$ cat src/rtl/uart_transmitter_if.sv
// Byte write handshake into the UART transmitter FIFO.
interface uart_transmitter_if;
   logic [7:0] data;
   logic       data_valid;
   logic       data_ready;

   modport master (
      output data,
      output data_valid,
      input  data_ready
   );

   modport slave (
      input  data,
      input  data_valid,
      output data_ready
   );
endinterface

$ cat src/rtl/uart_transmitter.sv
// Buffered 8N1 UART transmitter: valid/ready byte FIFO feeding an LSB-first serialiser.
module uart_transmitter #(
   parameter int unsigned CLOCKS_PER_BIT = 1250,
   parameter int unsigned FIFO_DEPTH     = 4,
   parameter int unsigned STOP_BITS      = 1
) (
   input  logic                        clock_144mhz,
   input  logic                        reset,
   uart_transmitter_if.slave           in_if,
   output logic                        uart_tx,
   output logic                        busy,
   output logic [$clog2(FIFO_DEPTH):0] fifo_count
);
   localparam int unsigned PtrW = $clog2(FIFO_DEPTH);
   localparam int unsigned CntW = $clog2(CLOCKS_PER_BIT);
   localparam logic [CntW-1:0] BaudMax = CntW'(CLOCKS_PER_BIT - 1);
   localparam logic [PtrW:0]   Full    = (PtrW + 1)'(FIFO_DEPTH);
   localparam logic [2:0]      StopLast = 3'(STOP_BITS - 1);

   typedef enum logic [1:0] {StIdle, StStart, StData, StStop} state_e;

   state_e          state_q;
   logic [CntW-1:0] baud_q;
   logic [2:0]      bit_idx_q;
   logic [7:0]      shift_q;
   logic            tx_q;
   logic            busy_q, busy_d;

   logic [7:0]      mem_q [FIFO_DEPTH];
   logic [PtrW-1:0] wr_ptr_q, rd_ptr_q;
   logic [PtrW:0]   count_q, count_d;

   logic push, pop, baud_wrap, stop_done;

   // Ready depends on registered count only, never on data_valid.
   assign in_if.data_ready = (count_q != Full);

   // Handshake, pop and next-count decode.
   always_comb begin
      baud_wrap = (baud_q == BaudMax);
      stop_done = (state_q == StStop) && baud_wrap && (bit_idx_q == StopLast);
      push      = in_if.data_valid && in_if.data_ready;
      pop       = (count_q != '0) && ((state_q == StIdle) || stop_done);
      count_d   = count_q;
      if (push && !pop) begin
         count_d = count_q + 1'b1;
      end else if (!push && pop) begin
         count_d = count_q - 1'b1;
      end
      // Next state is non-idle unless we are leaving STOP/IDLE without a pop.
      busy_d = ((state_q != StIdle) && !stop_done) || pop || (count_d != '0);
   end

   // FIFO storage; contents are don't-care until written, so no reset.
   always_ff @(posedge clock_144mhz) begin
      if (push) begin
         mem_q[wr_ptr_q] <= in_if.data;
      end
   end

   // FIFO pointers and occupancy.
   always_ff @(posedge clock_144mhz or posedge reset) begin
      if (reset) begin
         wr_ptr_q <= '0;
         rd_ptr_q <= '0;
         count_q  <= '0;
      end else begin
         if (push) wr_ptr_q <= wr_ptr_q + 1'b1;
         if (pop)  rd_ptr_q <= rd_ptr_q + 1'b1;
         count_q <= count_d;
      end
   end

   // Registered busy flag, reflecting state and occupancy after this edge.
   always_ff @(posedge clock_144mhz or posedge reset) begin
      if (reset) begin
         busy_q <= 1'b0;
      end else begin
         busy_q <= busy_d;
      end
   end

   // Frame FSM; tx_q is loaded with the line level of the state being entered.
   always_ff @(posedge clock_144mhz or posedge reset) begin
      if (reset) begin
         state_q   <= StIdle;
         baud_q    <= '0;
         bit_idx_q <= '0;
         shift_q   <= '0;
         tx_q      <= 1'b1;
      end else begin
         unique case (state_q)
            StIdle: begin
               tx_q <= 1'b1;
               if (pop) begin
                  shift_q <= mem_q[rd_ptr_q];
                  baud_q  <= '0;
                  tx_q    <= 1'b0;
                  state_q <= StStart;
               end
            end
            StStart: begin
               if (baud_wrap) begin
                  baud_q    <= '0;
                  bit_idx_q <= '0;
                  tx_q      <= shift_q[0];
                  state_q   <= StData;
               end else begin
                  baud_q <= baud_q + 1'b1;
               end
            end
            StData: begin
               if (baud_wrap) begin
                  baud_q    <= '0;
                  shift_q   <= {1'b0, shift_q[7:1]};
                  bit_idx_q <= bit_idx_q + 1'b1;
                  if (bit_idx_q == 3'd7) begin
                     tx_q    <= 1'b1;
                     state_q <= StStop;
                  end else begin
                     tx_q <= shift_q[1];
                  end
               end else begin
                  baud_q <= baud_q + 1'b1;
               end
            end
            StStop: begin
               if (baud_wrap) begin
                  baud_q <= '0;
                  if (bit_idx_q == StopLast) begin
                     bit_idx_q <= '0;
                     if (pop) begin
                        shift_q <= mem_q[rd_ptr_q];
                        tx_q    <= 1'b0;
                        state_q <= StStart;
                     end else begin
                        tx_q    <= 1'b1;
                        state_q <= StIdle;
                     end
                  end else begin
                     // Counts stop bits when STOP_BITS is 2.
                     bit_idx_q <= bit_idx_q + 1'b1;
                  end
               end else begin
                  baud_q <= baud_q + 1'b1;
               end
            end
         endcase
      end
   end

   assign uart_tx    = tx_q;
   assign busy       = busy_q;
   assign fifo_count = count_q;
endmodule

$ cat src/flat_wrapper.sv
// flat-port wrapper written by rule: the top's interface ports become plain ports
module uart_transmitter_flat 
#(
   parameter int unsigned CLOCKS_PER_BIT = 1250,
   parameter int unsigned FIFO_DEPTH     = 4,
   parameter int unsigned STOP_BITS      = 1
)
  (clock_144mhz, reset, uart_tx, busy, fifo_count, in_if_data, in_if_data_valid, in_if_data_ready);
  uart_transmitter_if in_if_i ();
  input  logic clock_144mhz;
  input  logic reset;
  output logic uart_tx;
  output logic busy;
  output logic [$clog2(FIFO_DEPTH):0] fifo_count;
  input wire logic [$bits(in_if_i.data)-1:0] in_if_data;
  input wire logic [$bits(in_if_i.data_valid)-1:0] in_if_data_valid;
  output wire logic [$bits(in_if_i.data_ready)-1:0] in_if_data_ready;
  assign in_if_i.data = in_if_data;
  assign in_if_i.data_valid = in_if_data_valid;
  assign in_if_data_ready = in_if_i.data_ready;
  uart_transmitter #(.CLOCKS_PER_BIT(CLOCKS_PER_BIT), .FIFO_DEPTH(FIFO_DEPTH), .STOP_BITS(STOP_BITS)) u_core (.clock_144mhz(clock_144mhz), .reset(reset), .in_if(in_if_i), .uart_tx(uart_tx), .busy(busy), .fifo_count(fifo_count));
endmodule
$ cat config.mk
export PLATFORM = sky130hd
export DESIGN_NAME = uart_transmitter_flat
export DESIGN_NICKNAME = d
export VERILOG_FILES = /design/src/rtl/uart_transmitter_if.sv /design/src/rtl/uart_transmitter.sv /design/src/flat_wrapper.sv
export SDC_FILE = /design/constraint.sdc
export NUM_CORES = 1
export LEC_CHECK = 0
export ABC_AREA = 1
export CAP_MARGIN = 20
export CELL_PAD_IN_SITES_DETAIL_PLACEMENT = 1
export CELL_PAD_IN_SITES_GLOBAL_PLACEMENT = 2
export CORE_ASPECT_RATIO = 0.9
export CORE_MARGIN = 2
export CORE_UTILIZATION = 39
export DETAILED_ROUTE_END_ITERATION = 16
export PLACE_DENSITY = 0.85
export RECOVER_POWER = 25
export SYNTH_ARGS = -nofsm -noshare
export SYNTH_HDL_FRONTEND = slang
export SYNTH_SLANG_ARGS = --single-unit
$ cat constraint.sdc
create_clock -name clock_144mhz -period 1.91 [get_ports clock_144mhz]
set_input_delay 0.573 -clock clock_144mhz [delete_from_list [all_inputs] [get_ports clock_144mhz]]
set_output_delay 0.573 -clock clock_144mhz [all_outputs]
set_load 0.02 [all_outputs]
==> impl_metrics.prom <==
# TYPE chip_impl_metric gauge
chip_impl_info{name="clockRootBuffer",value="clkbuf_8"} 1
chip_impl_metric{name="remaining_drc_errors",unit=""} 0
chip_impl_metric{name="synth_largest_type_area_fraction",unit="%"} 30.2
chip_impl_metric{name="tightest_slew",unit="ps"} 875
chip_impl_metric{name="antenna_left",unit=""} 0
chip_impl_metric{name="first_global_vias",unit=""} 2463
chip_impl_metric{name="synth.net_count",unit=""} 348
chip_impl_metric{name="drt_first_pass_iters",unit=""} 7
chip_impl_metric{name="num_io_pins",unit=""} 17
chip_impl_metric{name="maximum_number_of_pins_on_one_net_before_global_route_repair",unit=""} 34
chip_impl_metric{name="routedWlPerCell",unit="um"} 15.3
chip_impl_metric{name="syn-cell-area",unit="um2"} 3190
chip_impl_info{name="critical_path.reg2reg.endpoint",value="u_core.busy$_DFF_PP0_"} 1
chip_impl_metric{name="synth-seq-area-share",unit="%"} 56.1
chip_impl_metric{name="cts-root-to-sink-buffers",unit=""} 2
chip_impl_info{name="criticalPathCategory",value="register to primary output"} 1
chip_impl_metric{name="antenna_found_initial",unit=""} 0
chip_impl_metric{name="finalNonFillerCells",unit=""} 467
chip_impl_metric{name="insertedDiodeCount",unit=""} 0
chip_impl_metric{name="tns",unit="ps"} 0
chip_impl_info{name="critical_path.endpoint_type",value="primary output"} 1
chip_impl_metric{name="cts_buffers",unit=""} 9
chip_impl_metric{name="placed_cells",unit=""} 448
chip_impl_info{name="synthTopCellsByArea",value="edfxtp_1, dfrtp_1, nand2_1"} 1
chip_impl_metric{name="critPathMaxFanout",unit=""} 1
chip_impl_metric{name="drv_slew",unit=""} 0
chip_impl_metric{name="layout.area.seq",unit="um2"} 1790
chip_impl_metric{name="rows",unit=""} 31
chip_impl_info{name="worst_path_dominant_cell_family",value="buffers and inverters"} 1
chip_impl_metric{name="via_per_instance_ratio",unit=""} 5.03
chip_impl_info{name="synth_largest_area_cell",value="edfxtp_1"} 1
chip_impl_metric{name="post-route-period-util",unit="%"} 96.7
chip_impl_metric{name="clk_latency",unit="ps"} 350
chip_impl_metric{name="max-slew-margin-rel",unit="%"} 41.7
chip_impl_metric{name="finClkSkew",unit="ps"} 16.5
chip_impl_metric{name="drv.max_cap_violation_count",unit=""} 0
chip_impl_metric{name="multiInputGateArea",unit="um2"} 1250
chip_impl_metric{name="yosys.cell_types.count",unit=""} 33
chip_impl_metric{name="crit_arrival",unit="ps"} 1270
chip_impl_metric{name="area_growth",unit="%"} 19.0
chip_impl_info{name="critical_path.startpoint",value="u_core.busy$_DFF_PP0_"} 1
chip_impl_metric{name="cts_hold_buf",unit=""} 0
chip_impl_info{name="crit_path_start_kind",value="register"} 1
chip_impl_metric{name="place.port_buffers",unit=""} 16
chip_impl_info{name="timing.hold.worst_endpoint",value="u_core.shift_q[4]$_DFFE_PP0P_"} 1
chip_impl_metric{name="clk_pin_slew",unit="ps"} 80
chip_impl_metric{name="place.gp.congestion",unit=""} 0.838
chip_impl_metric{name="filler_cell_count",unit=""} 913
chip_impl_metric{name="ratio_of_cells_with_drive_above_1_in_the_final_layout",unit="%"} 19.0
chip_impl_metric{name="r2r_slack",unit="ps"} 150
chip_impl_metric{name="ctsHtreeMaxLevel",unit=""} 3
chip_impl_info{name="min_from",value="u_core.shift_q[4]$_DFFE_PP0P_"} 1
chip_impl_metric{name="r2r_cells",unit=""} 12
chip_impl_metric{name="cellPowerDensity",unit="nW/um2"} 1520
chip_impl_metric{name="totalWireLength",unit="um"} 7120
chip_impl_metric{name="dr_total_vias",unit=""} 2347
chip_impl_metric{name="yosysWarningCount",unit=""} 0
chip_impl_metric{name="grt_remaining_overflow",unit=""} 0
chip_impl_metric{name="finalHoldViolCount",unit=""} 0
chip_impl_metric{name="chipHeight",unit="um"} 89.7
chip_impl_info{name="crit_path_top_delay_cell",value="clkdlybuf4s50_1"} 1
chip_impl_info{name="reg2reg_from",value="u_core.baud_q[1]$_DFFE_PP0N_"} 1
chip_impl_metric{name="core_area",unit="um2"} 7990
chip_impl_metric{name="post_synth.cell_area_avg",unit="um2"} 9.95
chip_impl_info{name="min_path_type",value="register to register"} 1
chip_impl_metric{name="crit_required",unit="ps"} 1340
chip_impl_info{name="status",value="completed"} 1
chip_impl_info{name="tritoncts",value="yes"} 1
chip_impl_metric{name="initialDrtViolationCount",unit=""} 67
chip_impl_metric{name="p_leak",unit="nW"} 1.62
chip_impl_metric{name="cts.sinks",unit=""} 65
chip_impl_metric{name="die-area",unit="um2"} 8910
chip_impl_metric{name="ys_ff_latch",unit=""} 65
chip_impl_metric{name="initial_cell_density_of_the_core",unit="%"} 39.9
chip_impl_metric{name="groute.usage.overall",unit="%"} 17.8
chip_impl_metric{name="critPathBufInv",unit=""} 1
chip_impl_metric{name="slowest_delay",unit="ps"} 600
chip_impl_metric{name="global_route_wire_length_before_repair",unit="um"} 12600
chip_impl_metric{name="max_freq",unit="MHz"} 541
chip_impl_metric{name="setup_viol_count_final",unit=""} 0
chip_impl_metric{name="worst_hold_path.num_cells",unit=""} 2
chip_impl_metric{name="finish.net_count",unit=""} 391
chip_impl_metric{name="synthCells",unit=""} 320
chip_impl_metric{name="place_hpwl",unit="um"} 5290
chip_impl_metric{name="power.ir.vdd_worst",unit="V"} 0.000585
chip_impl_info{name="cp_cell_sequence",value="clkdlybuf4s50_1"} 1
chip_impl_metric{name="period_minus_slack",unit="ps"} 1850
chip_impl_metric{name="die_x",unit="um"} 99.3
==> final cells by class <==
cell class	count	area share (%)
clock inverters	6	1.19
multi-input cells	210	32.9
well taps	99	3.27
clock buffers	10	3.37
repair buffers	38	8.25
flip-flops and latches	65	47.2
inverters	39	3.86
==> sequential cells by signal, indices dropped and copies added, names as in the netlist <==
| register | flops |
|---|---|
| u_core.mem_q | 32 |
| u_core.baud_q | 11 |
| u_core.shift_q | 8 |
| u_core.bit_idx_q | 3 |
| u_core.fifo_count | 3 |
| u_core.rd_ptr_q | 2 |
| u_core.state_q | 2 |
| u_core.wr_ptr_q | 2 |
| u_core.busy | 1 |
| u_core.uart_tx | 1 |
==> cells in the final DEF (no fill, tap or decap), types with 7 or more instances in the layout <==
master / instances
nand2_1: 57
o21ai_0: 35
inv_1: 32
dfrtp_1: 32
edfxtp_1: 32
nor2_1: 29
buf_4: 21
nand3_1: 16
ha_1: 16
clkdlybuf4s50_1: 10
clkbuf_8: 9
inv_2: 7
a21oi_1: 7
o22ai_1: 7
==> cell usage after synthesis, drive strengths merged <==
| cell type | count |
|---|---|
| or2 | 1 |
| nand2 | 64 |
| buf | 4 |
| nand3 | 18 |
| a31oi | 1 |
| o221ai | 6 |
| o22ai | 7 |
| ha | 17 |
| o21ai | 42 |
| xnor2 | 2 |
| edfxtp | 32 |
| nor4 | 1 |
| a21oi | 7 |
| dfstp | 1 |
| xor2 | 5 |
| a21o | 1 |
| a221o | 1 |
| nor3 | 1 |
| clkbuf | 2 |
| nand4 | 3 |
| dfrtp | 32 |
| nor2 | 33 |
| inv | 39 |
==> layer usage <==
metal	wire length (um)	GRT usage, %	vias to the layer above
li1	-	-	1163
met1	3540	25.5	1149
met2	3320	26.8	30
met3	196	4.20	5
met4	72	5.48	0
met5	0	0	-
==> repair_timing <==
item,4_1_cts,5_1_grt
pin swaps,0,3
endpoints found under the setup margin,7,11
resized for setup,9,7
setup buffers,0,3
==> worst max path at each step <==
stage / slack, ps / to / cells past startpoint
detailed placement: -20 / u_core.busy$_DFF_PP0_ / 9
CTS: 30 / busy / 1
floorplan: -30 / u_core.mem_q[0][0]$_DFFE_PP_ / 5
finish: 60 / busy / 1
global placement: 20 / u_core.mem_q[3][4]$_DFFE_PP_ / 5
global route: -20 / u_core.busy$_DFF_PP0_ / 11
==> report_power, final <==
| group | switching (W) | internal [W] | total [W] | leakage (nW) |
|---|---|---|---|---|
| clock | 0.000565 | 0.000475 | 0.00104 | 0.0789 |
| sequential | 0.000232 | 0.00186 | 0.00210 | 0.713 |
| combinational | 0.00164 | 0.000996 | 0.00263 | 0.823 |
==> kinds of logic after synthesis <==
| kind of cell | Yosys count | synth area share [%] |
|---|---|---|
| AND/OR/NAND/NOR | 121 | 17.4 |
| buffers and inverters | 45 | 5.66 |
| flip-flops | 65 | 56.1 |
| AO/OA/AOI/OAI | 65 | 12.2 |
| adder cells (fa/ha/maj) | 17 | 6.68 |
| XOR/XNOR | 7 | 1.92 |
==> metrics by stage <==
step | worst slack, ps | total power [W] | hold WS, ps | util (%) | cell area, um2
6_report | 62.4 | 0.00577 | 478 | 47.4 | 3790
5_1_grt | -22.8 | 0.00628 | 489 | 47.4 | 3790
3_3_place_gp | 23.4 | 0.00461 | 459 | 44.9 | 3590
3_5_place_dp | -21.7 | 0.00471 | 464 | 44.9 | 3590
4_1_cts | 29.5 | 0.00575 | 481 | 47.0 | 3760
2_1_floorplan | -28.6 | 0.00383 | 442 | - | 3190
No activity file was read; power rests on OpenSTA's default activity.
